===== config.mk =====
export PLATFORM = sky130hd
export DESIGN_NAME = piso_bit_feeder_flat
export DESIGN_NICKNAME = d
export VERILOG_FILES = /design/src/rtl/piso_bit_feeder_if.sv /design/src/rtl/piso_bit_feeder.sv /design/src/flat_wrapper.sv
export SDC_FILE = /design/constraint.sdc
export NUM_CORES = 1
export LEC_CHECK = 0
export CAP_MARGIN = 20
export CELL_PAD_IN_SITES_DETAIL_PLACEMENT = 1
export CELL_PAD_IN_SITES_GLOBAL_PLACEMENT = 2
export CORE_MARGIN = 2
export CORE_UTILIZATION = 33
export DETAILED_ROUTE_END_ITERATION = 8
export PLACE_DENSITY = 0.92
export SYNTH_ARGS = -nofsm -noshare
export SYNTH_HDL_FRONTEND = slang
export SYNTH_SLANG_ARGS = --single-unit
export TNS_END_PERCENT = 50

===== constraint.sdc =====
create_clock -name clk -period 3.9 [get_ports clk]
set_input_delay 0.78 -clock clk [delete_from_list [all_inputs] [get_ports clk]]
set_output_delay 0.78 -clock clk [all_outputs]
set_load 0.01 [all_outputs]

===== src/rtl/piso_bit_feeder_if.sv =====
// Parallel-word input handshake and serial output bundle for piso_bit_feeder.
interface piso_bit_feeder_if #(
  parameter int unsigned WIDTH = 8
);
  logic [WIDTH-1:0] in_data;
  logic             in_valid;
  logic             in_ready;
  logic             ser_out;
  logic             ser_valid;
  logic             word_done;
  logic [15:0]      words_sent;

  modport master (
    output in_data,
    output in_valid,
    input  in_ready,
    input  ser_out,
    input  ser_valid,
    input  word_done,
    input  words_sent
  );

  modport slave (
    input  in_data,
    input  in_valid,
    output in_ready,
    output ser_out,
    output ser_valid,
    output word_done,
    output words_sent
  );
endinterface


===== src/rtl/piso_bit_feeder.sv =====
// Parallel-in serial-out feeder, MSB first, back-to-back capable.
// Define PISO_PARITY_EN to append an even-parity bit after each word's LSB.
module piso_bit_feeder #(
  parameter int unsigned WIDTH = 8
) (
  input logic              clk,
  input logic              rst,
  piso_bit_feeder_if.slave bus
);

  localparam int unsigned CntW = (WIDTH > 2) ? $clog2(WIDTH) : 1;

`ifdef PISO_PARITY_EN
  typedef enum logic [1:0] {StIdle, StShift, StParity} state_e;
`else
  typedef enum logic [1:0] {StIdle, StShift} state_e;
`endif

  state_e           state_q, state_d;
  logic [CntW-1:0]  cnt_q, cnt_d;
  logic [WIDTH-1:0] sreg_q, sreg_d;
  logic             ser_out_q, ser_out_d;
  logic             ser_valid_q, ser_valid_d;
  logic             word_done_q, word_done_d;
  logic [15:0]      words_sent_q, words_sent_d;
  logic             last_data_bit;
  logic             final_cycle;
  logic             accept;
`ifdef PISO_PARITY_EN
  logic             par_q, par_d;
`endif

  assign last_data_bit = (state_q == StShift) && (cnt_q == CntW'(WIDTH - 1));

`ifdef PISO_PARITY_EN
  assign final_cycle = (state_q == StParity);
`else
  assign final_cycle = last_data_bit;
`endif

  // Ready depends only on state/counter so upstream may wait on it.
  assign bus.in_ready = !rst && ((state_q == StIdle) || final_cycle);
  assign accept       = bus.in_valid && bus.in_ready;

  always_comb begin
    state_d     = state_q;
    cnt_d       = cnt_q;
    sreg_d      = sreg_q;
    ser_out_d   = 1'b0;
    ser_valid_d = 1'b0;
    word_done_d = 1'b0;
`ifdef PISO_PARITY_EN
    par_d       = par_q;
`endif
    unique case (state_q)
      StIdle: ;
      StShift: begin
        if (!last_data_bit) begin
          // sreg_q[WIDTH-1] is the bit on the wire now; the next one sits below it.
          cnt_d       = cnt_q + 1'b1;
          sreg_d      = sreg_q << 1;
          ser_out_d   = sreg_q[WIDTH-2];
          ser_valid_d = 1'b1;
`ifndef PISO_PARITY_EN
          word_done_d = (cnt_q == CntW'(WIDTH - 2));
`endif
        end else begin
`ifdef PISO_PARITY_EN
          state_d     = StParity;
          ser_out_d   = par_q;
          ser_valid_d = 1'b1;
          word_done_d = 1'b1;
`else
          state_d     = StIdle;
`endif
        end
      end
`ifdef PISO_PARITY_EN
      StParity: state_d = StIdle;
`endif
      default: state_d = StIdle;
    endcase

    if (accept) begin
      state_d     = StShift;
      cnt_d       = '0;
      sreg_d      = bus.in_data;
      ser_out_d   = bus.in_data[WIDTH-1];
      ser_valid_d = 1'b1;
      word_done_d = 1'b0;
`ifdef PISO_PARITY_EN
      par_d       = ^bus.in_data;
`endif
    end

    words_sent_d = words_sent_q + 16'(word_done_d);
  end

  always_ff @(posedge clk or posedge rst) begin
    if (rst) begin
      state_q      <= StIdle;
      cnt_q        <= '0;
      sreg_q       <= '0;
      ser_out_q    <= 1'b0;
      ser_valid_q  <= 1'b0;
      word_done_q  <= 1'b0;
      words_sent_q <= '0;
`ifdef PISO_PARITY_EN
      par_q        <= 1'b0;
`endif
    end else begin
      state_q      <= state_d;
      cnt_q        <= cnt_d;
      sreg_q       <= sreg_d;
      ser_out_q    <= ser_out_d;
      ser_valid_q  <= ser_valid_d;
      word_done_q  <= word_done_d;
      words_sent_q <= words_sent_d;
`ifdef PISO_PARITY_EN
      par_q        <= par_d;
`endif
    end
  end

  assign bus.ser_out    = ser_out_q;
  assign bus.ser_valid  = ser_valid_q;
  assign bus.word_done  = word_done_q;
  assign bus.words_sent = words_sent_q;

endmodule


===== src/flat_wrapper.sv =====
// flat-port wrapper written by rule: the top's interface ports become plain ports
module piso_bit_feeder_flat 
#(
  parameter int unsigned WIDTH = 8
)
  (clk, rst, bus_in_data, bus_in_valid, bus_in_ready, bus_ser_out, bus_ser_valid, bus_word_done, bus_words_sent);
  piso_bit_feeder_if #(.WIDTH(WIDTH)) bus_i ();
  input logic clk;
  input logic rst;
  input wire logic [$bits(bus_i.in_data)-1:0] bus_in_data;
  input wire logic [$bits(bus_i.in_valid)-1:0] bus_in_valid;
  output wire logic [$bits(bus_i.in_ready)-1:0] bus_in_ready;
  output wire logic [$bits(bus_i.ser_out)-1:0] bus_ser_out;
  output wire logic [$bits(bus_i.ser_valid)-1:0] bus_ser_valid;
  output wire logic [$bits(bus_i.word_done)-1:0] bus_word_done;
  output wire logic [$bits(bus_i.words_sent)-1:0] bus_words_sent;
  assign bus_i.in_data = bus_in_data;
  assign bus_i.in_valid = bus_in_valid;
  assign bus_in_ready = bus_i.in_ready;
  assign bus_ser_out = bus_i.ser_out;
  assign bus_ser_valid = bus_i.ser_valid;
  assign bus_word_done = bus_i.word_done;
  assign bus_words_sent = bus_i.words_sent;
  piso_bit_feeder #(.WIDTH(WIDTH)) u_core (.clk(clk), .rst(rst), .bus(bus_i));
endmodule

==> results.py, run 1 <==
metrics = {
    "timing": {
        "final.setup_skew_ns": 0.009057,
        "hold_violations": 0,
        "fmax_ghz": 0.3572,
        "tns_ns": 0,
        "min_period_over_period_pct": 71.78,
        "worst_slack_ns": 1.100,
        "slew_viol_final": 0,
        "tightest_slew_ns": 0.6679,
        "relSlewSlack_pct": 55.42,
        "setup_viol": 0,
        "fin_crit_ns": 2.800,
        "rsz0062_at_grt": "no",
    },
    "worst_setup_path": {
        "slowest_stage": "clkdlybuf4s50_1",
        "path_buf_inv": 1,
        "crit_path_end_kind": "output pin",
        "cp_slowest_stage_delay_ns": 0.49,
        "cp_top_family": "buffers and inverters",
        "path_class": "flip-flop to output pin",
        "crit_top_cell": "ha_1",
        "cp_cell_sequence": "ha_1, ha_1, nor2b_1, nor2_1, clkdlybuf4s50_1",
        "crit_fanout": 6,
        "cp.required_ns": 3.12,
        "worstPathArrival_ns": 2.02,
        "cp-start-kind": "flip-flop",
    },
    "cells_and_area": {
        "syn2layout_area_growth_pct": 34.77,
        "regArea_sq_um": 750.7,
        "finalNonFillerCells": 209,
        "nets": 175,
        "drive_gt1_share_pct": 8.176,
        "antennaDiodeCount": 0,
        "multiInputGateArea_sq_um": 549.3,
        "fill_cells": 427,
        "final_area_sq_um": 1804,
    },
    "clock_network": {
        "cts_hold_buf": 0,
        "clk_pin_slew_worst_paths_ns": 0.06,
        "cts-root-buf": "clkbuf_8",
        "cts_max_path_buffers": 2,
        "cts_resized": 0,
        "htree_levels": 2,
        "clk_latency_ns": 0.28,
        "post_cts_buffers": 0,
        "cts.sinks": 30,
        "cts_tree": "built",
        "numCtsBuffers": 5,
    },
    "routing": {
        "totalWireLength_mm": 2.978,
        "wire_per_inst_um": 14.25,
        "drc": 0,
        "ant_nets": 0,
        "detailroute.via_count": 1025,
        "firstDrtPassIters": 4,
        "drt_iter0_markers": 59,
        "viasPerCell": 4.904,
    },
    "outcome": {
        "status": "finished, final reports clean",
    },
    "synth": {
        "synth_ff_type": "dfrtp_1",
        "ys_ff_latch": 30,
        "yosysTopAreaCellShare_pct": 56.07,
        "synthCells": 124,
        "synth_nets": 141,
        "yosys.area.top_type": "dfrtp_1",
        "async_flop_share_pct": 100.0,
        "synthTopCellsByArea": "dfrtp_1, xor2_1, ha_1, nand2_1, nor4_2",
        "syn_area_sq_um": 1339,
        "synth.avg_cell_area_sq_um": 10.80,
        "synth_cell_types": 22,
        "synth_edf_count": 0,
        "seq_area_frac_synth_pct": 56.07,
        "yosys_warnings": 0,
    },
    "placed_design": {
        "gp_congestion": 0.7346,
        "pre_cts_ws_ns": 1.231,
        "place_area_sq_um": 1713,
        "dp.cells": 201,
        "post-dp-hpwl_mm": 2.289,
        "numPortBuffers": 30,
    },
    "floorplanning": {
        "rows": 23,
        "die_area_sq_um": 4583,
        "die_h_um": 67.70,
        "io_pins": 31,
        "die_w_um": 67.70,
        "start_util_pct": 33.96,
        "coreArea_sq_um": 3943,
    },
    "global_route": {
        "overflow": 0,
        "grt_usage_pct": 15.31,
        "grt_first_pass_wirelength_mm": 5.133,
        "grt_pass1_vias": 1145,
        "antenna_found_initial": 0,
        "grt_max_degree": 17,
    },
    "power_and_ir_drop": {
        "p_leak_uw": 0.0008264,
        "peakVddDrop_v": 0.0002216,
        "total_power_uw": 995.0,
        "powerDensity_nw_per_um2": 551.5,
    },
    "min_path": {
        "min_path_type": "flip-flop to flip-flop",
    },
    "run": {
        "drv_cap": 0,
    },
}
final timing paths:
kind | depth (start not counted) | end | slack, ns | from
worst max-delay path | 5 | bus_in_ready | 1.10 | u_core.cnt_q[0]
worst min-delay path | 1 | u_core.bus.words_sent[15] | 0.48 | u_core.bus.words_sent[15]
worst max register to register | 8 | u_core.bus.words_sent[15] | 1.36 | u_core.cnt_q[0]
worst min register to register | 1 | u_core.bus.words_sent[15] | 0.48 | u_core.bus.words_sent[15]
max in group asynchronous | 3 | u_core.sreg_q[4] | 2.41 | rst
min in group asynchronous | 2 | u_core.sreg_q[0] | 0.98 | rst
synth_stat cells (2+ instances only):
master	instances
clkbuf_1	3
nand4_1	2
nor2_1	11
inv_1	6
nor2b_1	2
nor3_1	4
nand2b_1	2
ha_1	6
nand3_1	7
xnor2_1	4
xor2_1	10
nand2_1	20
dfrtp_1	30
nor4_2	4
a31oi_1	6
cell type report:
type / instances / area share, %
Inverter: 6 / 1.248
Clock buffer: 7 / 4.785
Clock inverter: 1 / 0.2774
Sequential cell: 30 / 41.61
Multi-Input combinational cell: 84 / 30.44
Tap cell: 50 / 3.467
Timing Repair Buffer: 31 / 18.17
registers in the layout, indices dropped and copies added (netlist names):
name,cells
u_core.bus.words_sent,16
u_core.sreg_q,7
u_core.cnt_q,3
u_core.bus.ser_out,1
u_core.bus.ser_valid,1
u_core.bus.word_done,1
u_core.state_q,1
logic make-up after synthesis:
family / after synthesis / share of synthesized area (%)
flops: 30 / 56.07
compound gates: 10 / 4.860
xor+xnor: 14 / 9.158
simple gates: 54 / 21.40
buf+inv: 10 / 2.897
fa+ha+maj: 6 / 5.607
stage by stage:
step / utilization [%] / hold WS (ns)
after global placement: 42.75 / 0.4560
after CTS: 45.76 / 0.4803
after global routing: 45.76 / 0.4899
final: 45.76 / 0.4760
after detailed placement: 43.45 / 0.4685
after floorplan: - / 0.4386
layer usage:
metal | global-route usage [%] | share of wire, % | vias to the layer above
li1 | - | - | 481
met1 | 16.79 | 37 | 505
met2 | 27.57 | 55 | 33
met3 | 5.333 | 6.4 | 6
met4 | 4.592 | 1.5 | 0
met5 | 0 | 0 | -
report_power, final:
group          switching, uW  internal, uW  leakage (uW)
Clock                    113           142     0.0000482
Sequential              63.7           395      0.000386
Combinational            141           140      0.000392
placed cells by master (no fill, tap or decap), drive strengths merged:
| cell type | instances |
|---|---|
| clkbuf | 7 |
| buf | 1 |
| nor3 | 4 |
| ha | 6 |
| clkdlybuf4s50 | 30 |
| nand2 | 20 |
| nor2 | 11 |
| xnor2 | 4 |
| nand4 | 3 |
| nand3 | 7 |
| nor4 | 4 |
| dfrtp | 30 |
| nand2b | 2 |
| inv | 6 |
| and3 | 1 |
| xor2 | 10 |
| a22o | 1 |
| clkinv | 1 |
| nor2b | 2 |
| a21oi | 1 |
| a31oi | 6 |
| o21ai | 1 |
| o2bb2ai | 1 |
(Power assumes the default switching activity.)
==> inputs of run 2 (changes only) <==
--- a/config.mk
+++ b/config.mk
@@ -9,9 +9,9 @@
 export CELL_PAD_IN_SITES_DETAIL_PLACEMENT = 1
 export CELL_PAD_IN_SITES_GLOBAL_PLACEMENT = 2
 export CORE_MARGIN = 2
-export CORE_UTILIZATION = 33
+export CORE_UTILIZATION = 31
 export DETAILED_ROUTE_END_ITERATION = 8
-export PLACE_DENSITY = 0.92
+export PLACE_DENSITY = 0.87
 export SYNTH_ARGS = -nofsm -noshare
 export SYNTH_HDL_FRONTEND = slang
 export SYNTH_SLANG_ARGS = --single-unit
==> constraint.sdc (replaced) <==
create_clock -name clk -period 2.9 [get_ports clk]
set_input_delay 0.58 -clock clk [delete_from_list [all_inputs] [get_ports clk]]
set_output_delay 0.58 -clock clk [all_outputs]
set_load 0.01 [all_outputs]
==> run 2 against run 1 <==
  * Core utilization decreased by 2.3 points
  * Critical path type unchanged
  * Highest routed layer unchanged
  * Via count is 0.88% lower
  * Critical endpoint unchanged
  * Largest power group unchanged
  * Critical path depth increased by 1
  * Largest cell class unchanged
  * Die area is 6.1% higher
==> results.py, run 2 (synthesis results as in run 1) <==
metrics = {
    "outcome": {
        "status": "finished, final reports clean",
    },
    "worst_setup_path": {
        "crit_fanout": 5,
        "reg2reg_depth": 8,
        "reg2reg_slack_ns": 0.65,
        "reg2reg_from": "u_core.cnt_q[0]",
        "cp.required_ns": 2.32,
        "cp_top_family": "buffers and inverters",
        "worstPathArrival_ns": 1.90,
        "cp_slowest_stage_delay_ns": 0.47,
        "cp.depth": 6,
        "slowest_stage": "clkdlybuf4s50_1",
        "crit_path_end_kind": "output pin",
        "crit_top_cell": "ha_1",
        "cp-start-kind": "flip-flop",
        "cp_cell_sequence": "ha_1, ha_1, nor2b_1, buf_4, nor2_1, clkdlybuf4s50_1",
        "path_buf_inv": 2,
        "path_class": "flip-flop to output pin",
        "rr_endpoint": "u_core.bus.words_sent[15]",
    },
    "min_path": {
        "min_to": "u_core.bus.words_sent[15]",
        "whs_path_depth": 1,
        "min_path_type": "flip-flop to flip-flop",
        "min-delay-start": "u_core.bus.words_sent[15]",
    },
    "floorplanning": {
        "io_pins": 31,
        "start_util_pct": 32.76,
        "coreArea_sq_um": 4086,
        "die_w_um": 69.72,
        "rows": 23,
        "die_area_sq_um": 4860,
        "die_h_um": 69.72,
    },
    "global_route": {
        "grt_max_degree": 31,
        "grt_pass1_vias": 1131,
        "use_met3_pct": 5.087,
        "gr-max-usage-layer": "met2",
        "grt_first_pass_wirelength_mm": 5.106,
        "grt.met2_usage_pct": 22.54,
        "antenna_found_initial": 0,
        "grt_usage_pct": 13.44,
        "met1_usage_pct": 15.31,
        "overflow": 0,
    },
    "timing": {
        "min_period_over_period_pct": 85.41,
        "hold_ws_ns": 0.4696,
        "fmax_ghz": 0.4037,
        "fin_crit_ns": 2.477,
        "tightest_slew_ns": 0.5960,
        "final.setup_skew_ns": 0.003840,
        "setup_viol": 0,
        "worst_slack_ns": 0.4230,
        "slew_viol_final": 0,
        "hold_violations": 0,
        "rsz0062_at_grt": "no",
        "tns_ns": 0,
        "relSlewSlack_pct": 60.18,
    },
    "clock_network": {
        "numCtsBuffers": 5,
        "cts_hold_buf": 0,
        "clk_pin_slew_worst_paths_ns": 0.06,
        "cts_resized": 0,
        "post_cts_buffers": 0,
        "htree_levels": 2,
        "cts_tree": "built",
        "cts_max_path_buffers": 2,
        "clk_latency_ns": 0.28,
        "cts.sinks": 30,
        "cts-root-buf": "clkbuf_8",
    },
    "routing": {
        "ant_nets": 0,
        "drc": 0,
        "firstDrtPassIters": 3,
        "detailroute.via_count": 1016,
        "totalWireLength_mm": 2.953,
        "viasPerCell": 4.861,
        "wire_per_inst_um": 14.13,
        "drt_iter0_markers": 45,
    },
    "cells_and_area": {
        "largest_reg_flops": 16,
        "layout_common_cells": "clkdlybuf4s50_1, dfrtp_1, nand2_1, nor2_1, xor2_1",
        "antennaDiodeCount": 0,
        "nets": 176,
        "drive_gt1_share_pct": 7.547,
        "fill_cells": 448,
        "syn2layout_area_growth_pct": 32.71,
    },
    "power_and_ir_drop": {
        "p_leak_uw": 0.0008130,
        "peakVddDrop_v": 0.0002331,
        "powerDensity_nw_per_um2": 733.0,
    },
    "placed_design": {
        "numPortBuffers": 30,
        "post-dp-hpwl_mm": 2.206,
        "gp_congestion": 0.7574,
        "pre_cts_ws_ns": 0.6147,
    },
    "run": {
        "drv_cap": 0,
    },
}
## run 2: cell types whose count changed in the layout (fill, tap and decap cells not counted), sizes merged
cell	delta
buf	+1
clkinv	-1
## run 2: worst reg2reg max path, cell delays in order (launching register included)
cell and delay, ns:
dfrtp_1 0.41, ha_1 0.21, ha_1 0.19, nor2b_1 0.14
and3_1 0.21, ha_1 0.16, nand3_1 0.27, nor4_2 0.40
xor2_1 0.18
## run 2: routing by layer
| layer | vias up | part of all wire (%) |
|---|---|---|
| met5 | - | 0 |
| met4 | 0 | 1.9 |
| met3 | 5 | 6.1 |
| met2 | 27 | 51 |
| met1 | 504 | 41 |
| li1 | 480 | - |
## run 2: stage by stage
stage	utilization (%)	power (uW)	instances	cell area, sq um
final	43.48	1302	209	1777
after CTS	43.48	1330	209	1777
after global placement	41.61	974.5	202	1700
after detailed placement	41.61	1013	202	1700
after global routing	43.48	1406	209	1777
after floorplan	-	827.3	124	1339
## run 2: cell type report
cell class                      instances  area [sq um]  share of cell area, %
Clock buffer                            7         76.32                  4.296
Inverter                                6         22.52                  1.268
Multi-Input combinational cell         84         549.3                  30.92
Sequential cell                        30         750.7                  42.25
Tap cell                               50         62.56                  3.521
Timing Repair Buffer                   32         315.3                  17.75
## run 2: worst max-delay path by stage
| stage | endpoint | start | slack, ns |
|---|---|---|---|
| 2_1_floorplan | u_core.bus.words_sent[14] | u_core.cnt_q[0] | 0.74 |
| 3_3_place_gp | bus_in_ready | rst | 0.65 |
| 3_5_place_dp | u_core.bus.words_sent[15] | u_core.cnt_q[0] | 0.61 |
| 4_1_cts | bus_in_ready | u_core.cnt_q[0] | 0.40 |
| 5_1_grt | bus_in_ready | u_core.cnt_q[0] | 0.31 |
| 6_report | bus_in_ready | u_core.cnt_q[0] | 0.42 |
## run 2: power by group
| group | internal, uW | switching [uW] | total, uW |
|---|---|---|---|
| Sequential | 531 | 81.9 | 613 |
| Clock | 165 | 143 | 307 |
| Combinational | 193 | 189 | 382 |
| Total | 888 | 414 | 1300 |
==> inputs of run 3 (changes only) <==
--- a/config.mk
+++ b/config.mk
@@ -8,10 +8,12 @@
 export CAP_MARGIN = 20
 export CELL_PAD_IN_SITES_DETAIL_PLACEMENT = 1
 export CELL_PAD_IN_SITES_GLOBAL_PLACEMENT = 2
+export CORE_ASPECT_RATIO = 1.5
 export CORE_MARGIN = 2
-export CORE_UTILIZATION = 31
+export CORE_UTILIZATION = 33
 export DETAILED_ROUTE_END_ITERATION = 8
-export PLACE_DENSITY = 0.87
+export GPL_ROUTABILITY_DRIVEN = 0
+export PLACE_DENSITY = 0.92
 export SYNTH_ARGS = -nofsm -noshare
 export SYNTH_HDL_FRONTEND = slang
 export SYNTH_SLANG_ARGS = --single-unit
==> constraint.sdc (replaced) <==
create_clock -name clk -period 2.95 [get_ports clk]
set_input_delay 0.59 -clock clk [delete_from_list [all_inputs] [get_ports clk]]
set_output_delay 0.59 -clock clk [all_outputs]
set_load 0.01 [all_outputs]
==> run 3 against run 2 <==
  * Critical endpoint unchanged
  * Flip-flop and latch count is the same
  * Combinational power shrank 2%
  * Power grew 0.45%
  * Via count is essentially flat
  * Largest cell class unchanged
  * Critical path type unchanged
  * Final cell count shrank 1.4%
  * Count of clock-buffer cells in the layout is the same
  * Clock skew grew 0.00057 ns
==> results.py, run 3 (synthesis results as in run 1) <==
metrics = {
    "outcome": {
        "status": "finished, final reports clean",
    },
    "timing": {
        "setup_viol": 0,
        "tightest_slew_ns": 0.5598,
        "hold_violations": 0,
        "tns_ns": 0,
        "rsz0062_at_grt": "no",
        "slew_viol_final": 0,
        "min_period_over_period_pct": 83.90,
        "final.setup_skew_ns": 0.004414,
        "relSlewSlack_pct": 62.68,
        "fin_crit_ns": 2.475,
        "fmax_ghz": 0.4040,
    },
    "floorplanning": {
        "die_w_um": 56.01,
        "coreArea_sq_um": 3924,
        "start_util_pct": 34.12,
        "die_h_um": 82.01,
        "io_pins": 31,
        "die_area_sq_um": 4593,
        "rows": 28,
    },
    "global_route": {
        "overflow": 0,
        "grt_pass1_vias": 1064,
        "grt_usage_pct": 14.17,
        "grt_max_degree": 31,
        "antenna_found_initial": 0,
        "grt_first_pass_wirelength_mm": 4.892,
    },
    "cells_and_area": {
        "syn2layout_area_growth_pct": 33.93,
        "antennaDiodeCount": 0,
        "layout_common_cells": "clkdlybuf4s50_1, dfrtp_1, nand2_1, nor2_1, xor2_1",
        "final_area_sq_um": 1793,
        "drive_gt1_share_pct": 9.317,
        "nets": 177,
        "largest_reg_flops": 16,
        "regArea_sq_um": 750.7,
        "fill_cells": 453,
        "multiInputGateArea_sq_um": 549.3,
    },
    "placed_design": {
        "post-dp-hpwl_mm": 2.152,
        "place_area_sq_um": 1702,
        "numPortBuffers": 30,
    },
    "run": {
        "drv_cap": 0,
    },
    "clock_network": {
        "cts_hold_buf": 0,
        "cts_max_path_buffers": 2,
        "cts.sinks": 30,
        "clk_pin_slew_worst_paths_ns": 0.06,
        "numCtsBuffers": 5,
        "htree_levels": 2,
        "cts_tree": "built",
        "clk_latency_ns": 0.28,
        "cts-root-buf": "clkbuf_8",
        "post_cts_buffers": 0,
        "cts_resized": 0,
    },
    "routing": {
        "drt_iter0_markers": 8,
        "detailroute.via_count": 1017,
        "viasPerCell": 4.937,
        "ant_nets": 0,
        "totalWireLength_mm": 2.790,
        "firstDrtPassIters": 4,
        "wire_per_inst_um": 13.54,
        "drc": 0,
    },
    "worst_setup_path": {
        "cp.required_ns": 2.36,
        "cp_top_family": "buffers and inverters",
        "worstPathArrival_ns": 1.89,
        "path_class": "flip-flop to output pin",
        "slowest_stage": "clkdlybuf4s50_1",
        "path_buf_inv": 2,
        "crit_path_end_kind": "output pin",
        "cp-start-kind": "flip-flop",
        "cp_slowest_stage_delay_ns": 0.47,
        "crit_top_cell": "ha_1",
        "crit_fanout": 5,
        "cp_cell_sequence": "ha_1, ha_1, nor2b_1, buf_4, nor2_1, clkdlybuf4s50_1",
    },
    "power_and_ir_drop": {
        "powerDensity_nw_per_um2": 729.5,
        "peakVddDrop_v": 0.0003435,
        "p_leak_uw": 0.0008281,
    },
    "min_path": {
        "min_path_type": "flip-flop to flip-flop",
    },
}
run 3: stage by stage:
step | std cells | setup WS [ns] | hold WS (ns) | power [uW] | util (%)
global placement | 198 | 0.6738 | 0.4576 | 968.4 | 43.37
detailed placement | 198 | 0.6209 | 0.4611 | 998.3 | 43.37
global route | 206 | 0.3682 | 0.5099 | 1415 | 45.70
CTS | 206 | 0.4448 | 0.4732 | 1339 | 45.70
floorplan | 124 | 0.7855 | 0.4386 | 813.2 | -
finish | 206 | 0.4750 | 0.4710 | 1308 | 45.70
run 3: report_power, final:
group / leakage, uW / internal (uW) / switching [uW] / total (uW)
clock network: 0.0000482 / 188 / 148 / 335
logic: 0.000394 / 190 / 183 / 373
registers: 0.000386 / 522 / 77.9 / 600
total: 0.000828 / 900 / 408 / 1310
run 3: final cells by class:
| type | instances | area share, % |
|---|---|---|
| clock buffers | 7 | 4.815 |
| clock inverters | 1 | 0.2791 |
| inverters | 6 | 1.256 |
| multi-input cells | 84 | 30.64 |
| flip-flops and latches | 30 | 41.87 |
| well taps | 45 | 3.140 |
| repair buffers | 33 | 18.00 |
run 3: routing by layer:
layer / vias up / routed length [um] / global-route usage, %
met1: 497 / 1002 / 14.85
met5: - / 0 / 0
met4: 0 / 48 / 5.714
met3: 6 / 159 / 4.409
li1: 483 / - / -
met2: 31 / 1579 / 26.24
run 3: worst paths after layout:
kind                                           start                   endpoint  slack [ns]  cells past startpoint
max                                  u_core.cnt_q[0]               bus_in_ready        0.47                      6
min                        u_core.bus.words_sent[15]  u_core.bus.words_sent[15]        0.47                      1
max reg2reg                          u_core.cnt_q[0]  u_core.bus.words_sent[14]        0.64                      9
min reg2reg                u_core.bus.words_sent[15]  u_core.bus.words_sent[15]        0.47                      1
max in group asynchronous                        rst           u_core.sreg_q[0]        1.90                      3
min in group asynchronous                        rst   u_core.bus.words_sent[1]        0.78                      3
